### src/rtl/mem_ctrl_pkg.sv
// Shared encodings for mem_ctrl: FSM states, access lengths, owner codes.
// Optional build macro used by this slice: MEM_CTRL_FAIR_EN (round-robin arbitration).
package mem_ctrl_pkg;

    localparam int unsigned CNT_W  = 3;
    localparam int unsigned WORD_W = 32;

    // FSM state encoding
    localparam logic [1:0] ST_IDLE = 2'd0;
    localparam logic [1:0] ST_RD   = 2'd1;
    localparam logic [1:0] ST_WR   = 2'd2;
    localparam logic [1:0] ST_DONE = 2'd3;

    // mem_len_i codes (2'b11 is also a word)
    localparam logic [1:0] LEN_BYTE = 2'b00;
    localparam logic [1:0] LEN_HALF = 2'b01;
    localparam logic [1:0] LEN_WORD = 2'b10;

    // Access owner
    localparam logic OWN_IF  = 1'b0;
    localparam logic OWN_MEM = 1'b1;

    // Number of RAM byte cycles for a load/store length code
    function automatic logic [CNT_W-1:0] len_bytes(input logic [1:0] len);
        case (len)
            LEN_BYTE: return CNT_W'(1);
            LEN_HALF: return CNT_W'(2);
            default:  return CNT_W'(4);
        endcase
    endfunction

endpackage

### src/rtl/mem_ctrl_arbiter.sv
// Grant logic between the MEM and IF requesters while the controller is idle.
// MEM_CTRL_FAIR_EN selects round-robin; otherwise MEM has fixed priority.
module mem_arbiter
    import mem_ctrl_pkg::*;
(
`ifdef MEM_CTRL_FAIR_EN
    input  logic clk,
    input  logic rst,
`endif
    input  logic en,
    input  logic mem_req,
    input  logic if_req,
    output logic gnt_mem_c,
    output logic gnt_if_c
);

`ifdef MEM_CTRL_FAIR_EN
    logic last_grant;

    // Remember which port won the most recent grant
    always_ff @(posedge clk) begin
        if (rst) begin
            last_grant <= OWN_IF;
        end else if (gnt_mem_c) begin
            last_grant <= OWN_MEM;
        end else if (gnt_if_c) begin
            last_grant <= OWN_IF;
        end
    end

    // On contention the port not granted last wins
    always_comb begin
        gnt_mem_c = 1'b0;
        gnt_if_c  = 1'b0;
        if (en) begin
            if (mem_req && if_req) begin
                if (last_grant == OWN_MEM) begin
                    gnt_if_c = 1'b1;
                end else begin
                    gnt_mem_c = 1'b1;
                end
            end else begin
                gnt_mem_c = mem_req;
                gnt_if_c  = if_req;
            end
        end
    end
`else
    // MEM always wins on contention
    always_comb begin
        gnt_mem_c = en & mem_req;
        gnt_if_c  = en & if_req & ~mem_req;
    end
`endif

endmodule

### src/rtl/mem_ctrl.sv
// Byte-wide RAM port owner: arbitrates IF fetches and MEM loads/stores,
// serialises each access into byte cycles and assembles little-endian words.
// Optional build macro: MEM_CTRL_FAIR_EN (round-robin arbitration in mem_arbiter).
module mem_ctrl
    import mem_ctrl_pkg::*;
#(
    parameter int unsigned ADDR_W     = 32,
    parameter int unsigned RAM_RD_LAT = 1
) (
    input  logic              clk,
    input  logic              rst,
    input  logic              if_req_i,
    input  logic [ADDR_W-1:0] if_addr_i,
    input  logic              if_flush_i,
    output logic              if_ready_o,
    output logic [31:0]       if_data_o,
    input  logic              mem_req_i,
    input  logic              mem_we_i,
    input  logic [1:0]        mem_len_i,
    input  logic [ADDR_W-1:0] mem_addr_i,
    input  logic [31:0]       mem_wdata_i,
    output logic              mem_ready_o,
    output logic [31:0]       mem_rdata_o,
    output logic [ADDR_W-1:0] ram_addr_o,
    output logic [7:0]        ram_data_o,
    output logic              ram_wr_o,
    input  logic [7:0]        ram_data_i
);

    generate
        if (RAM_RD_LAT != 1) begin : g_bad_lat
            $error("mem_ctrl: only RAM_RD_LAT == 1 is supported");
        end
    endgenerate

    logic [1:0]        state_q, state_n;
    logic              owner_q, owner_n;
    logic [ADDR_W-1:0] addr_q, addr_n;
    logic [CNT_W-1:0]  n_q, n_n, k_q, k_n;
    logic [WORD_W-1:0] wdata_q, wdata_n, asm_q, asm_n;
    logic [WORD_W-1:0] if_data_n, mem_rdata_n;
    logic [ADDR_W-1:0] ram_addr_n;
    logic [7:0]        ram_data_n;
    logic              ram_wr_n, if_rdy_q, if_rdy_n, mem_ready_n;
    logic              gnt_mem_c, gnt_if_c, flush_hit_c;

    mem_arbiter u_arb (
`ifdef MEM_CTRL_FAIR_EN
        .clk       (clk),
        .rst       (rst),
`endif
        .en        (state_q == ST_IDLE),
        .mem_req   (mem_req_i),
        .if_req    (if_req_i & ~if_flush_i),
        .gnt_mem_c (gnt_mem_c),
        .gnt_if_c  (gnt_if_c)
    );

    assign flush_hit_c = if_flush_i && (owner_q == OWN_IF) &&
                         ((state_q == ST_RD) || (state_q == ST_DONE));

    // A flush landing in DONE still withholds the fetch ready pulse
    assign if_ready_o = if_rdy_q & ~if_flush_i;

    // Next state, byte sequencing and registered-output values
    always_comb begin
        state_n     = state_q;
        owner_n     = owner_q;
        addr_n      = addr_q;
        n_n         = n_q;
        k_n         = k_q;
        wdata_n     = wdata_q;
        asm_n       = asm_q;
        if_data_n   = if_data_o;
        mem_rdata_n = mem_rdata_o;
        ram_addr_n  = '0;
        ram_data_n  = '0;
        ram_wr_n    = 1'b0;
        if_rdy_n    = 1'b0;
        mem_ready_n = 1'b0;

        case (state_q)
            ST_IDLE: begin
                if (gnt_mem_c || gnt_if_c) begin
                    owner_n = gnt_mem_c ? OWN_MEM : OWN_IF;
                    addr_n  = gnt_mem_c ? mem_addr_i : if_addr_i;
                    n_n     = gnt_mem_c ? len_bytes(mem_len_i) : CNT_W'(4);
                    wdata_n = mem_wdata_i;
                    k_n     = '0;
                    asm_n   = '0;
                    state_n = (gnt_mem_c && mem_we_i) ? ST_WR : ST_RD;
                end
            end
            ST_RD: begin
                if (k_q != '0) begin
                    asm_n[{2'(k_q - CNT_W'(1)), 3'b000} +: 8] = ram_data_i;
                end
                if (flush_hit_c) begin
                    state_n = ST_IDLE;
                end else if (k_q == n_q) begin
                    state_n = ST_DONE;
                    if (owner_q == OWN_IF) begin
                        if_data_n = asm_n;
                    end else begin
                        mem_rdata_n = asm_n;
                    end
                end else begin
                    k_n = k_q + CNT_W'(1);
                end
            end
            ST_WR: begin
                if (k_q == n_q - CNT_W'(1)) begin
                    state_n = ST_DONE;
                end else begin
                    k_n = k_q + CNT_W'(1);
                end
            end
            default: begin
                state_n = ST_IDLE;
            end
        endcase

        if (((state_n == ST_RD) && (k_n < n_n)) || (state_n == ST_WR)) begin
            ram_addr_n = addr_n + ADDR_W'(k_n);
        end
        if (state_n == ST_WR) begin
            ram_wr_n   = 1'b1;
            ram_data_n = wdata_n[{2'(k_n), 3'b000} +: 8];
        end
        if (state_n == ST_DONE) begin
            if_rdy_n    = (owner_n == OWN_IF);
            mem_ready_n = (owner_n == OWN_MEM);
        end
    end

    // State, datapath and output registers
    always_ff @(posedge clk) begin
        if (rst) begin
            state_q     <= ST_IDLE;
            owner_q     <= OWN_IF;
            addr_q      <= '0;
            n_q         <= '0;
            k_q         <= '0;
            wdata_q     <= '0;
            asm_q       <= '0;
            if_data_o   <= '0;
            mem_rdata_o <= '0;
            ram_addr_o  <= '0;
            ram_data_o  <= '0;
            ram_wr_o    <= 1'b0;
            if_rdy_q    <= 1'b0;
            mem_ready_o <= 1'b0;
        end else begin
            state_q     <= state_n;
            owner_q     <= owner_n;
            addr_q      <= addr_n;
            n_q         <= n_n;
            k_q         <= k_n;
            wdata_q     <= wdata_n;
            asm_q       <= asm_n;
            if_data_o   <= if_data_n;
            mem_rdata_o <= mem_rdata_n;
            ram_addr_o  <= ram_addr_n;
            ram_data_o  <= ram_data_n;
            ram_wr_o    <= ram_wr_n;
            if_rdy_q    <= if_rdy_n;
            mem_ready_o <= mem_ready_n;
        end
    end

endmodule

### config.mk
export PLATFORM = sky130hd
export DESIGN_NAME = mem_ctrl
export DESIGN_NICKNAME = d
export VERILOG_FILES = /design/src/rtl/mem_ctrl_pkg.sv /design/src/rtl/mem_ctrl_arbiter.sv /design/src/rtl/mem_ctrl.sv
export SDC_FILE = /design/constraint.sdc
export NUM_CORES = 1
export LEC_CHECK = 0
export ABC_AREA = 1
export ABC_CLOCK_PERIOD_IN_PS = 5250
export CELL_PAD_IN_SITES_DETAIL_PLACEMENT = 2
export CELL_PAD_IN_SITES_GLOBAL_PLACEMENT = 2
export CORE_MARGIN = 1.5
export CORE_UTILIZATION = 30
export DETAILED_ROUTE_END_ITERATION = 10
export PLACE_DENSITY = 0.95
export SLEW_MARGIN = 15
export SYNTH_ARGS = -nofsm -noshare
export SYNTH_HDL_FRONTEND = slang
export SYNTH_SLANG_ARGS = --single-unit
### constraint.sdc
create_clock -name clk -period 5.25 [get_ports clk]
set_clock_uncertainty 0.2 [all_clocks]
set_input_delay 1.05 -clock clk [delete_from_list [all_inputs] [get_ports clk]]
set_output_delay 1.05 -clock clk [all_outputs]
set_load 0.03 [all_outputs]
Yosys cells after proc, flatten, opt, wreduce, memory -nomap -nowiden. Index checks and enable logic that the tools add are counted. Widths: inputs -> output; s select.

Bits in registers: 212. Latch bits: 0. RAM bits: 0. Bits in read-only memories: 0. Input bits: 112. Memories: 0.

Add/sub/neg operators: 5. $mul: 0. Divide/modulo/power cells: 0. Magnitude comparators: 1. Eq/ne operators: 10. Shifts and indexed selects: 3. Muxes and demuxes: 28. Bitwise logic cells: 13. Reductions and logical operators: 17.

Operators with widths (number): $mux 32 (7); $pmux 32 s2 (1); $add 32x3->32 (1); $bwmux 32 (1); $shift 8x7->32 const A (1); $shiftx 32x6->8 (1); $shiftx 8x7->32 (1); $mux 3 (7); $mux 2 (5); $pmux 3 s3 (1); $eq 2x2->1 const B (4); $not 1->1 (8); $reduce_and 4->1 (2); $neg 5->7 (1); $eq 2x1->1 const B (3); $eq 3x3->1 (2); $pmux 2 s3 (1); $pmux 3 s2 (1); $reduce_or 2->1 (3); $and 1x1->1 (5); $logic_and 1x1->1 (4); $logic_not 2->1 (2); $mux 1 (4); $add 3x1->3 const B (1); other kinds (8) (10).

Longest topological paths before layout. Gate-level depths: netlist of the first run.

Word-level depth: 12. Mapped depth: 24. Gate-level depth less buffers: 23.

By module. From an unflattened synthesis of the first run, not the netlist that was laid out.

Cells, all modules: 1562. Area total of the unflattened synthesis: 10450.0 sq um.

Modules (own cells, without submodules): mem_ctrl (times used 1, cells each 1558, area an instance 10432.5 sq um, seq. area each 4244.1 sq um); mem_arbiter (times used 1, cells each 4, area an instance 17.5 sq um, seq. area each 0.0 sq um).

Least setup slack after synthesis of the first run. No wires, ideal clock.

Kind: input to register. Start point: in mem_req_i. End point: reg ram_addr_o[26]. Data arrival time: 3.601 ns. Slack: 1.340 ns. Stages: 21. Path buffers: 2. Cells stage by stage: buf_2 > nand2_4 > nand2_4 > nor2_2 > nand2_1 > nand3_2 > nand2_2 > clkbuf_1 > inv_1 > ha_1 > fa_1 > a21oi_1 > inv_1 > nand2_2 > nor2_4 > nand3b_1 > inv_1 > nand3_1 > nand2_1 > nand2_1 > inv_1.

Longest elaborated chain between the ends: 10. Elaborated cells on any way between the ends: 24. Those cells by class: add/sub (1); order compare (1); eq/ne (2); mux (11); bitwise (4); reduce/logical (5).

Ends and longest elaborated chain: start, declared (RTL line mem_ctrl.sv:17) `input logic mem_req_i,`; $not 1->1 (RTL line mem_ctrl_arbiter.sv:52) `gnt_if_c = en & if_req & ~mem_req;`; $and 1x1->1 (RTL line mem_ctrl_arbiter.sv:52); $logic_or 1x1->1 (*) (RTL line mem_ctrl.sv:84) `if (gnt_mem_c || gnt_if_c) begin`; $mux 3 (*) (RTL line mem_ctrl.sv:84); $pmux 3 s3 (*) (RTL line mem_ctrl.sv:82) `case (state_q)`; named net k_n[0] (RTL line mem_ctrl.sv:39) `logic [CNT_W-1:0] n_q, n_n, k_q, k_n;`; parallel branches: the longest is 5 deep, another holds $add 32x3->32; end signal, assigned (RTL line mem_ctrl.sv:163) `ram_addr_o <= ram_addr_n;`; end, declared (RTL line mem_ctrl.sv:24) `output logic [ADDR_W-1:0] ram_addr_o,`.

Mark *: on every way through the listed nets, which the timed path passes. A chain may end at the register's enable or synchronous reset.

Worst setup path in the final report of the first run.
Start point: reg state_q[0]. End point: reg ram_addr_o[26].

Elaborated cells on any way between the ends: 34. Those cells by class: add/sub (1); order compare (1); eq/ne (5); mux (15); bitwise (4); reduce/logical (8).

RTL lines: start, declared (RTL line mem_ctrl.sv:36) `logic [1:0] state_q, state_n;`; start signal, assigned (RTL line mem_ctrl.sv:154) `state_q <= state_n;`; $logic_not 2->1 (*) (RTL line mem_ctrl.sv:52, mem_ctrl.sv:82); $and 1x1->1 (2 in series) (RTL line mem_ctrl_arbiter.sv:52); $logic_or 1x1->1 (RTL line mem_ctrl.sv:84); $mux 32 (RTL line mem_ctrl.sv:84); $mux 32 (*) (RTL line mem_ctrl.sv:82); named net addr_n[1] (RTL line mem_ctrl.sv:38) `logic [ADDR_W-1:0] addr_q, addr_n;`; $add 32x3->32 (*) (RTL line mem_ctrl.sv:124) `ram_addr_n = addr_n + ADDR_W'(k_n);`.

The timed path passes the listed nets; every way through them passes the cells marked *.

==> results of run 1 <==
kinds of logic (layout without fill, tap and decap cells):
logic type	count (synthesis)	in the layout	synth area share, %
multiplexers	32	32	3.30
AND/OR/NAND/NOR	752	752	32.0
adder cells (fa/ha/maj)	13	13	1.75
other	0	3	0
flip-flops	212	212	43.7
buffers and inverters	166	371	6.99
AO/OA/AOI/OAI	192	192	10.7
XOR/XNOR	17	17	1.53
worst reg2reg max path: stages (launching register included):
cell,delay (ns)
dfxtp_1,0.40
nor2_4,0.26
buf_4,0.40
nand3_2,0.24
nand2_4,0.22
buf_4,0.54
nand3_1,0.14
o21ai_0,0.28
inv_1,0.24
fa_1,0.51
a21oi_1,0.22
inv_1,0.08
nand2_2,0.14
nor2_4,0.08
nand3b_1,0.22
inv_1,0.11
nand2_1,0.09
nand2_1,0.05
nand2_1,0.08
nand2_1,0.07
inv_1,0.08
flip-flops by register name (all words and copies together), names as in the netlist:
register / flops
addr_q: 32
if_data_o: 32
if_rdy_q: 1
owner_q: 1
state_q: 2
asm_q: 32
mem_ready_o: 1
wdata_q: 32
ram_data_o: 8
ram_addr_o: 32
mem_rdata_o: 32
n_q: 3
k_q: 3
ram_wr_o: 1
through the flow:
| stage | hold slack [ns] | power [W] |
|---|---|---|
| floorplan | 0.240 | 0.00278 |
| global placement | 0.249 | 0.00329 |
| detailed placement | 0.257 | 0.00340 |
| CTS | 0.267 | 0.00520 |
| global route | 0.290 | 0.00540 |
| finish | 0.268 | 0.00520 |
power by group through the flow:
stage	sequential [W]	combinational (W)	clock, W
2_1_floorplan	0.00194	0.000839	0
3_3_place_gp	0.00185	0.00144	0
3_5_place_dp	0.00186	0.00154	0
4_1_cts	0.00183	0.00163	0.00174
5_1_grt	0.00184	0.00175	0.00181
6_report	0.00183	0.00165	0.00172
final timing paths:
kind         slack, ns              to     startpoint
max               0.54  ram_addr_o[26]     state_q[0]
min               0.27   if_data_o[19]  if_data_o[19]
max reg2reg       0.54  ram_addr_o[26]     state_q[0]
min reg2reg       0.27   if_data_o[19]  if_data_o[19]
cell usage after synthesis, drive strengths merged:
library cell / instances / area [um2]
nand4: 1 / 6.26
a21oi: 94 / 470
nand3b: 2 / 15.0
a31oi: 1 / 6.26
mux2i: 32 / 320
inv: 89 / 334
nor2: 175 / 709
clkbuf: 46 / 173
o41ai: 8 / 70.1
clkinv: 2 / 7.51
a21o: 1 / 7.51
nor3: 2 / 10.0
a211oi: 1 / 7.51
dfxtp: 212 / 4240
or2: 1 / 6.26
nand2: 425 / 1620
fa: 1 / 20.0
o21a: 1 / 7.51
or3: 1 / 6.26
buf: 29 / 164
o21ai: 71 / 355
ha: 12 / 150
o22ai: 2 / 12.5
nand3: 143 / 726
a21boi: 6 / 45.0
and2: 2 / 12.5
o31ai: 7 / 52.6
xnor2: 5 / 43.8
xor2: 12 / 105
routing by layer:
layer	part of all wire [%]	vias up	GRT usage [%]
met1	41	5355	34.3
li1	-	4812	-
met5	0.097	-	0
met4	3.9	6	11.0
met3	5.3	116	5.18
met2	49	387	49.2
cell usage in the layout (no fill, tap or decap), types with 6 or more instances in the layout:
cell	netlist	routed
o31ai_1	7	7
buf_4	7	18
nand2_1	420	419
o21ai_0	68	68
ha_1	12	12
clkdlybuf4s50_1	0	217
xor2_1	12	12
a21oi_1	94	94
clkbuf_1	46	7
o41ai_1	8	8
nand3_1	141	141
clkbuf_16	0	25
nor2_2	6	6
mux2i_1	32	32
clkbuf_8	0	7
inv_1	86	86
dfxtp_1	212	212
nor2_1	164	164
layout make-up:
cell class / instances / area (um2)
fill: 3621 / 18700
multi-input combinational: 1006 / 4790
sequential: 212 / 4240
timing repair buffer: 235 / 2310
clock buffer: 39 / 748
tap: 402 / 503
inverter: 91 / 342
clock inverter: 6 / 32.5
antenna: 3 / 7.51
==> impl_metrics.json, run 1 <==
{
  "status": "finished clean",
  "ys_seq_area_share_pct": 43.7,
  "first_pass_iters": 5,
  "p_clk_share_pct": 33.1,
  "wl_mm": 47.4,
  "cellLeakagePower_nw": 5.40,
  "avgSynthCellArea_um2": 7.01,
  "gp_congestion": 0.857,
  "critPathMaxStageDelay_ns": 0.54,
  "post_cts_buffers": 0,
  "cts_inserted_buffers": 25,
  "synthDistinctLibCells": 40,
  "fin_crit_ns": 4.71,
  "synth-seq-cells": 212,
  "cts_hold_buf": 0,
  "cts_buffer_depth": 3,
  "finalSetupViolations": 0,
  "period_share_pct": 89.8,
  "fin_area_um2": 13000,
  "vias_per_cell": 5.35,
  "grt_first_pass_wirelength_mm": 72.9,
  "dp_slack_ns": 0.530,
  "cp.arrival_ns": 4.98,
  "grt_pass1_vias": 12000,
  "wire_per_inst_um": 23.8,
  "fin_cells": 1994,
  "place_area_um2": 12200,
  "powerDensity_nw_per_um2": 400,
  "hold_depth": 2,
  "ios": 219,
  "max_slew_margin_pct": 22.3,
  "synth.yosys.warnings": 0,
  "numPortBuffers": 218,
  "drt_iter0_markers": 564,
  "cts_sinks": 212,
  "path_class": "flip-flop to flip-flop",
  "grt_usage_pct": 28.2,
  "grt_max_degree": 91,
  "nets": 1696,
  "vias": 10700,
  "cpMaxStageDelayCell": "buf_4",
  "cts_root_buffer": "clkbuf_16",
  "grt_overflow": 0,
  "slew_violations": 0,
  "start_kind": "flip-flop",
  "hold_viol": 0,
  "die_h_um": 183,
  "syn_nets": 1509,
  "cp.required_ns": 5.52,
  "antenna_found_initial": 6,
  "die_w_um": 183,
  "core-area_um2": 31700,
  "hp-class": "flip-flop to flip-flop",
  "syn-cell-area_um2": 9710,
  "ant_nets": 0,
  "num_rows": 65,
  "final_layout_size_suffix_gt1_share_pct": 4.97,
  "final_util_pct": 40.9,
  "end_kind": "flip-flop",
  "p_seq_share_pct": 35.2,
  "p_int_w": 0.00320,
  "fmax_mhz": 212,
  "h-tree-depth": 1,
  "critical_path_cell_count": 20,
  "drc": 0,
  "path_cells": "nor2_4 -> buf_4 -> nand3_2 -> nand2_4 -> buf_4 -> nand3_1 -> o21ai_0 -> inv_1 -> fa_1 -> a21oi_1 -> inv_1 -> nand2_2 -> nor2_4 -> nand3b_1 -> inv_1 -> nand2_1 -> nand2_1 -> nand2_1 -> nand2_1 -> inv_1",
  "dpl.cell_count": 1946,
  "floorplan.initialDensity_pct": 30.6,
  "combPwrFrac_pct": 31.7,
  "cp_num_buf_inv": 6,
  "hpwl_mm": 30.7,
  "clock_latency_ns": 0.54,
  "area_growth_pct": 33.7,
  "irDropWorstVdd_v": 0.000239,
  "r2r_cells": 20,
  "tritoncts": "yes",
  "setup_ws_ns": 0.537,
  "worst_slew_pin_slew_ns": 1.16,
  "power_switching_w": 0.00199,
  "cp_max_fo": 37,
  "finalSetupTns_ns": 0,
  "die_area_um2": 33400,
  "swShare_pct": 38.3,
  "post_cts_resized": 0,
  "rsz0062_at_grt": "no",
  "clk_pin_slew_ns": 0.07,
  "drv_cap": 0,
  "synthCells": 1384,
  "crit_family": "simple AND/OR/NAND/NOR gates"
}
(Power assumes the default switching activity.)
==> run 2, diff against run 1 <==
- REMOVE_ABC_BUFFERS: unset -> 1
==> run 2 against run 1 <==
  * First-iteration DRC count shrank 16%
  * Register-to-register slack improved by 0.25 ns
  * Global-route usage shrank 4.1 points
  * Wire length fell by 15%
  * Sequential power about the same
  * Die area unchanged
  * Via count down 4.5%
  * Clock-buffer cell count down 1
  * Worst setup slack improved by 0.25 ns
  * Sequential share of layout area is 0.069 points lower
  * Largest cell class unchanged
  * Highest routed layer unchanged
==> impl_metrics.json, run 2 (same netlist as run 1, synthesis figures left out) <==
{
  "status": "finished clean",
  "die_area_um2": 33400,
  "die_w_um": 183,
  "cts_sinks": 212,
  "post_cts_buffers": 0,
  "cts_buffer_depth": 3,
  "setup_ws_ns": 0.791,
  "tritoncts": "yes",
  "core-area_um2": 31700,
  "clk_pin_slew_ns": 0.06,
  "cp_common_cell": "nand2_1",
  "finalSetupViolations": 0,
  "cp.required_ns": 5.49,
  "area_growth_pct": 34.0,
  "nets": 1699,
  "irDropWorstVdd_v": 0.000207,
  "first_pass_iters": 4,
  "drv_cap": 0,
  "path_class": "flip-flop to flip-flop",
  "grt_pass1_vias": 11500,
  "powerDensity_nw_per_um2": 390,
  "cts_hold_buf": 0,
  "worst_slew_pin_slew_ns": 1.02,
  "ant_nets": 0,
  "fin_crit_ns": 4.46,
  "cp.arrival_ns": 4.70,
  "grt_usage_pct": 24.1,
  "wire_per_inst_um": 20.2,
  "final_cell_mix": "nand2_1 (420), clkdlybuf4s50_1 (217), dfxtp_1 (212), nor2_1 (164), nand3_1 (141)",
  "rsz0062_at_grt": "no",
  "hp-class": "flip-flop to flip-flop",
  "antenna_found_initial": 3,
  "final_common_cell": "nand2_1",
  "fmax_mhz": 224,
  "max_slew_margin_pct": 31.7,
  "cpMaxStageDelayCell": "nor2_4",
  "period_share_pct": 84.9,
  "drc": 0,
  "die_h_um": 183,
  "cellLeakagePower_nw": 5.42,
  "path_cells": "nor2_4 -> nand3_2 -> nand2_4 -> nor2_2 -> nand2_1 -> nand3_2 -> nand2_2 -> inv_1 -> ha_1 -> fa_1 -> a21oi_1 -> inv_1 -> nand2_2 -> nor2_4 -> nand3b_1 -> nor2_1 -> nand2_1 -> nand2_1 -> nand2_1 -> inv_1",
  "hpwl_mm": 28.8,
  "wl_mm": 40.2,
  "drt_iter0_markers": 471,
  "slew_violations": 0,
  "gp_congestion": 0.841,
  "fillers": 3699,
  "num_rows": 65,
  "crit_family": "simple AND/OR/NAND/NOR gates",
  "ios": 219,
  "final_layout_size_suffix_gt1_share_pct": 4.97,
  "reg2reg_slack_ns": 0.79,
  "cp_num_buf_inv": 3,
  "grt_overflow": 0,
  "end_kind": "flip-flop",
  "numPortBuffers": 218,
  "vias": 10200,
  "clock_latency_ns": 0.53,
  "floorplan.initialDensity_pct": 30.6,
  "dp_slack_ns": 0.459,
  "hold_viol": 0,
  "h-tree-depth": 1,
  "grt_max_degree": 81,
  "cts_root_buffer": "clkbuf_16",
  "vias_per_cell": 5.12,
  "post_cts_resized": 0,
  "cp_max_fo": 30,
  "critPathMaxStageDelay_ns": 0.71,
  "finalSetupTns_ns": 0,
  "grt_first_pass_wirelength_mm": 63.6,
  "start_kind": "flip-flop",
  "cts_inserted_buffers": 25
}
-- run 2: changes by cell type in the layout (fill, tap and decap cells not counted), sizes merged --
cell      before  now
buf           18   21
diode          3    1
clkbuf        39   38
clkinvlp       1    0
bufinv         0    1
clkinv         7    5
-- run 2: final cells by class --
cell class / count / area (um2) / area share [%]
multi-input combinational: 1006 / 4790 / 36.8
antenna: 1 / 2.50 / 0.0192
sequential: 212 / 4240 / 32.6
timing repair buffer: 238 / 2330 / 17.9
inverter: 91 / 342 / 2.63
clock buffer: 38 / 744 / 5.73
clock inverter: 4 / 48.8 / 0.375
tap: 402 / 503 / 3.87
-- run 2: layer usage --
layer / track usage (%) / wire length (um)
met4: 8.39 / 1360
met5: 0 / 15
met2: 44.5 / 20600
met3: 3.79 / 1740
met1: 28.0 / 16500
-- run 2: worst min-delay path, delay by kind of cell (launching register included) --
kind	cells	cell delay (ns)
AOI/OAI and AO/OA	1	0.05
DFF	1	0.31
and+or+nand+nor	1	0.06
-- run 2: stage by stage --
step | hold slack, ns | area [um2] | total power (W) | instances | utilization, %
floorplan | 0.236 | 9370 | 0.00270 | 1309 | -
global placement | 0.248 | 12200 | 0.00329 | 1949 | 38.5
detailed placement | 0.261 | 12200 | 0.00339 | 1949 | 38.5
finish | 0.267 | 13000 | 0.00507 | 1992 | 41.0
global route | 0.291 | 13000 | 0.00534 | 1991 | 41.0
CTS | 0.269 | 13000 | 0.00513 | 1991 | 41.0
-- run 2: final timing paths --
kind | start | to | cells after the start
worst max-delay path | state_q[0] | ram_addr_o[18] | 20
worst min-delay path | if_data_o[2] | if_data_o[2] | 2
worst max register to register | state_q[0] | ram_addr_o[18] | 20
worst min register to register | if_data_o[2] | if_data_o[2] | 2
-- run 2: power by group --
group          switching [W]  total, W  internal (W)
combinational        0.00106   0.00154      0.000482
sequential         0.0000729   0.00182       0.00175
clock               0.000695   0.00171       0.00102
total                0.00183   0.00507       0.00324
==> run 3, diff against run 2 <==
- ABC_CLOCK_PERIOD_IN_PS: 5250 -> 4400
- CORE_UTILIZATION: 30 -> 28
- PLACE_DENSITY: 0.95 -> 0.9
- clock period: 5.25 -> 4.4 ns (I/O delays scaled with it)
==> run 3 against run 2 <==
  * The run now ends with design-rule violations left
  * Die area increased by 7.0%
  * Design area rose by 1.1%
  * Clock power rose by 23%
  * Final cell count increased by 3.1%
  * Utilization down 2.8 points
  * Wire length about the same
  * Hold slack lost 0.0024 ns
  * Sequential share of layout area down 0.35 points
  * Critical path depth unchanged
  * Via count is 1.0% higher
  * Clock-buffer cell count is the same
  * Critical endpoint is now ram_addr_o[27]
  * Largest cell class unchanged
==> impl_metrics.json, run 3 (same netlist as run 1, synthesis figures left out) <==
{
  "fin_crit_ns": 4.14,
  "clk_pin_slew_ns": 0.06,
  "hp-class": "flip-flop to flip-flop",
  "final_cell_mix": "nand2_1 (420), clkdlybuf4s50_1 (217), dfxtp_1 (212), nor2_1 (164), nand3_1 (141)",
  "wl_mm": 40.2,
  "drc": 2,
  "vias": 10300,
  "place_area_um2": 12300,
  "fmax_mhz": 241,
  "start_kind": "primary input",
  "hold_viol": 0,
  "drt_iter0_markers": 315,
  "end_kind": "flip-flop",
  "fillers": 4013,
  "post_cts_buffers": 0,
  "violations": "design-rule violations",
  "grt_first_pass_wirelength_mm": 63.6,
  "cp.arrival_ns": 4.41,
  "status": "finished, violations left",
  "die_h_um": 189,
  "cp.required_ns": 4.67,
  "slew_violations": 0,
  "cp_max_fo": 15,
  "ant_nets": 0,
  "cts_root_buffer": "clkbuf_16",
  "cellLeakagePower_nw": 5.47,
  "floorplan.initialDensity_pct": 28.2,
  "post_cts_resized": 0,
  "h-tree-depth": 1,
  "clock_latency_ns": 0.53,
  "nets": 1705,
  "numPortBuffers": 218,
  "diodes": 0,
  "num_rows": 68,
  "grt_max_degree": 80,
  "gp_congestion": 0.840,
  "cts_inserted_buffers": 26,
  "first_pass_iters": 7,
  "hold_depth": 2,
  "period_share_pct": 94.1,
  "max_slew_margin_pct": 23.0,
  "rsz0062_at_grt": "no",
  "core-area_um2": 34400,
  "area_growth_pct": 35.4,
  "hpwl_mm": 28.1,
  "grt_usage_pct": 22.4,
  "final_layout_size_suffix_gt1_share_pct": 5.51,
  "powerDensity_nw_per_um2": 467,
  "cts_buffer_depth": 3,
  "finalSetupViolations": 0,
  "ios": 219,
  "cts_sinks": 212,
  "worst_slew_pin_slew_ns": 1.15,
  "tritoncts": "yes",
  "final_common_cell": "nand2_1",
  "grt_overflow": 0,
  "vias_per_cell": 5.01,
  "irDropWorstVdd_v": 0.000283,
  "antenna_found_initial": 1,
  "cts_hold_buf": 0,
  "grt_pass1_vias": 11500,
  "wire_per_inst_um": 19.6,
  "r2r_cells": 19,
  "die_area_um2": 35800,
  "die_w_um": 189,
  "path_class": "primary input to flip-flop",
  "drv_cap": 0,
  "final_util_pct": 38.2,
  "fin_area_um2": 13100
}
[run 3: cell count changes in the layout (fill, tap and decap cells not counted)]
cell       previous run  this run
clkinv_1              3         2
inv_1                85        86
buf_4                21        26
clkbuf_8              7         5
diode_2               1         0
clkbuf_16            25        27
inv_6                 1         0
clkinv_2              2         7
[run 3: critical path, stage by stage]
cell	delay, ns
clkdlybuf4s50_1	0.48
inv_1	0.11
nand3_2	0.11
nand2_4	0.22
nor2_2	0.09
nand2_1	0.14
nand2_1	0.11
o21ai_0	0.28
nand2_1	0.17
ha_1	0.39
a21o_1	0.21
a31oi_1	0.37
nor2_4	0.13
nand2_2	0.19
nor2_1	0.11
nand2_1	0.11
nand2_1	0.07
nand2_1	0.08
nand2_1	0.07
inv_1	0.08
[run 3: path summary, 6_finish.rpt]
check,slack [ns],endpoint,startpoint
worst max-delay path,0.26,ram_addr_o[27],if_flush_i
worst min-delay path,0.26,if_data_o[4],if_data_o[4]
worst max register to register,0.31,ram_addr_o[27],state_q[0]
worst min register to register,0.26,if_data_o[4],if_data_o[4]
[run 3: area by class of cell]
cell class                      instances  area, um2  share of cell area, %
Multi-Input combinational cell       1006       4790                   36.4
Sequential cell                       212       4240                   32.3
Tap cell                              455        569                   4.33
Clock inverter                          8       65.1                  0.495
Inverter                               91        342                   2.60
Clock buffer                           38        767                   5.84
Timing Repair Buffer                  243       2370                   18.0
[run 3: power by group]
part / internal, W / switching (W)
clock network: 0.00126 / 0.000853
registers: 0.00208 / 0.0000728
logic: 0.000587 / 0.00129
[run 3: routing by layer]
layer | GRT usage (%) | share of wire, % | vias up
li1 | - | - | 4837
met1 | 26.5 | 43 | 5116
met2 | 40.1 | 49 | 254
met3 | 3.95 | 4.4 | 88
met4 | 8.33 | 3.8 | 0
met5 | 0 | 0 | -
[run 3: through the flow]
stage	instances	power [W]	worst slack [ns]	hold WS, ns	setup TNS (ns)
after floorplan	1309	0.00322	-0.404	0.236	-6.20
after CTS	2053	0.00620	0.329	0.268	0
after detailed placement	2007	0.00404	0.0222	0.259	0
final	2053	0.00614	0.257	0.265	0
after global routing	2053	0.00645	0.000591	0.281	0
after global placement	2007	0.00395	0.280	0.248	0
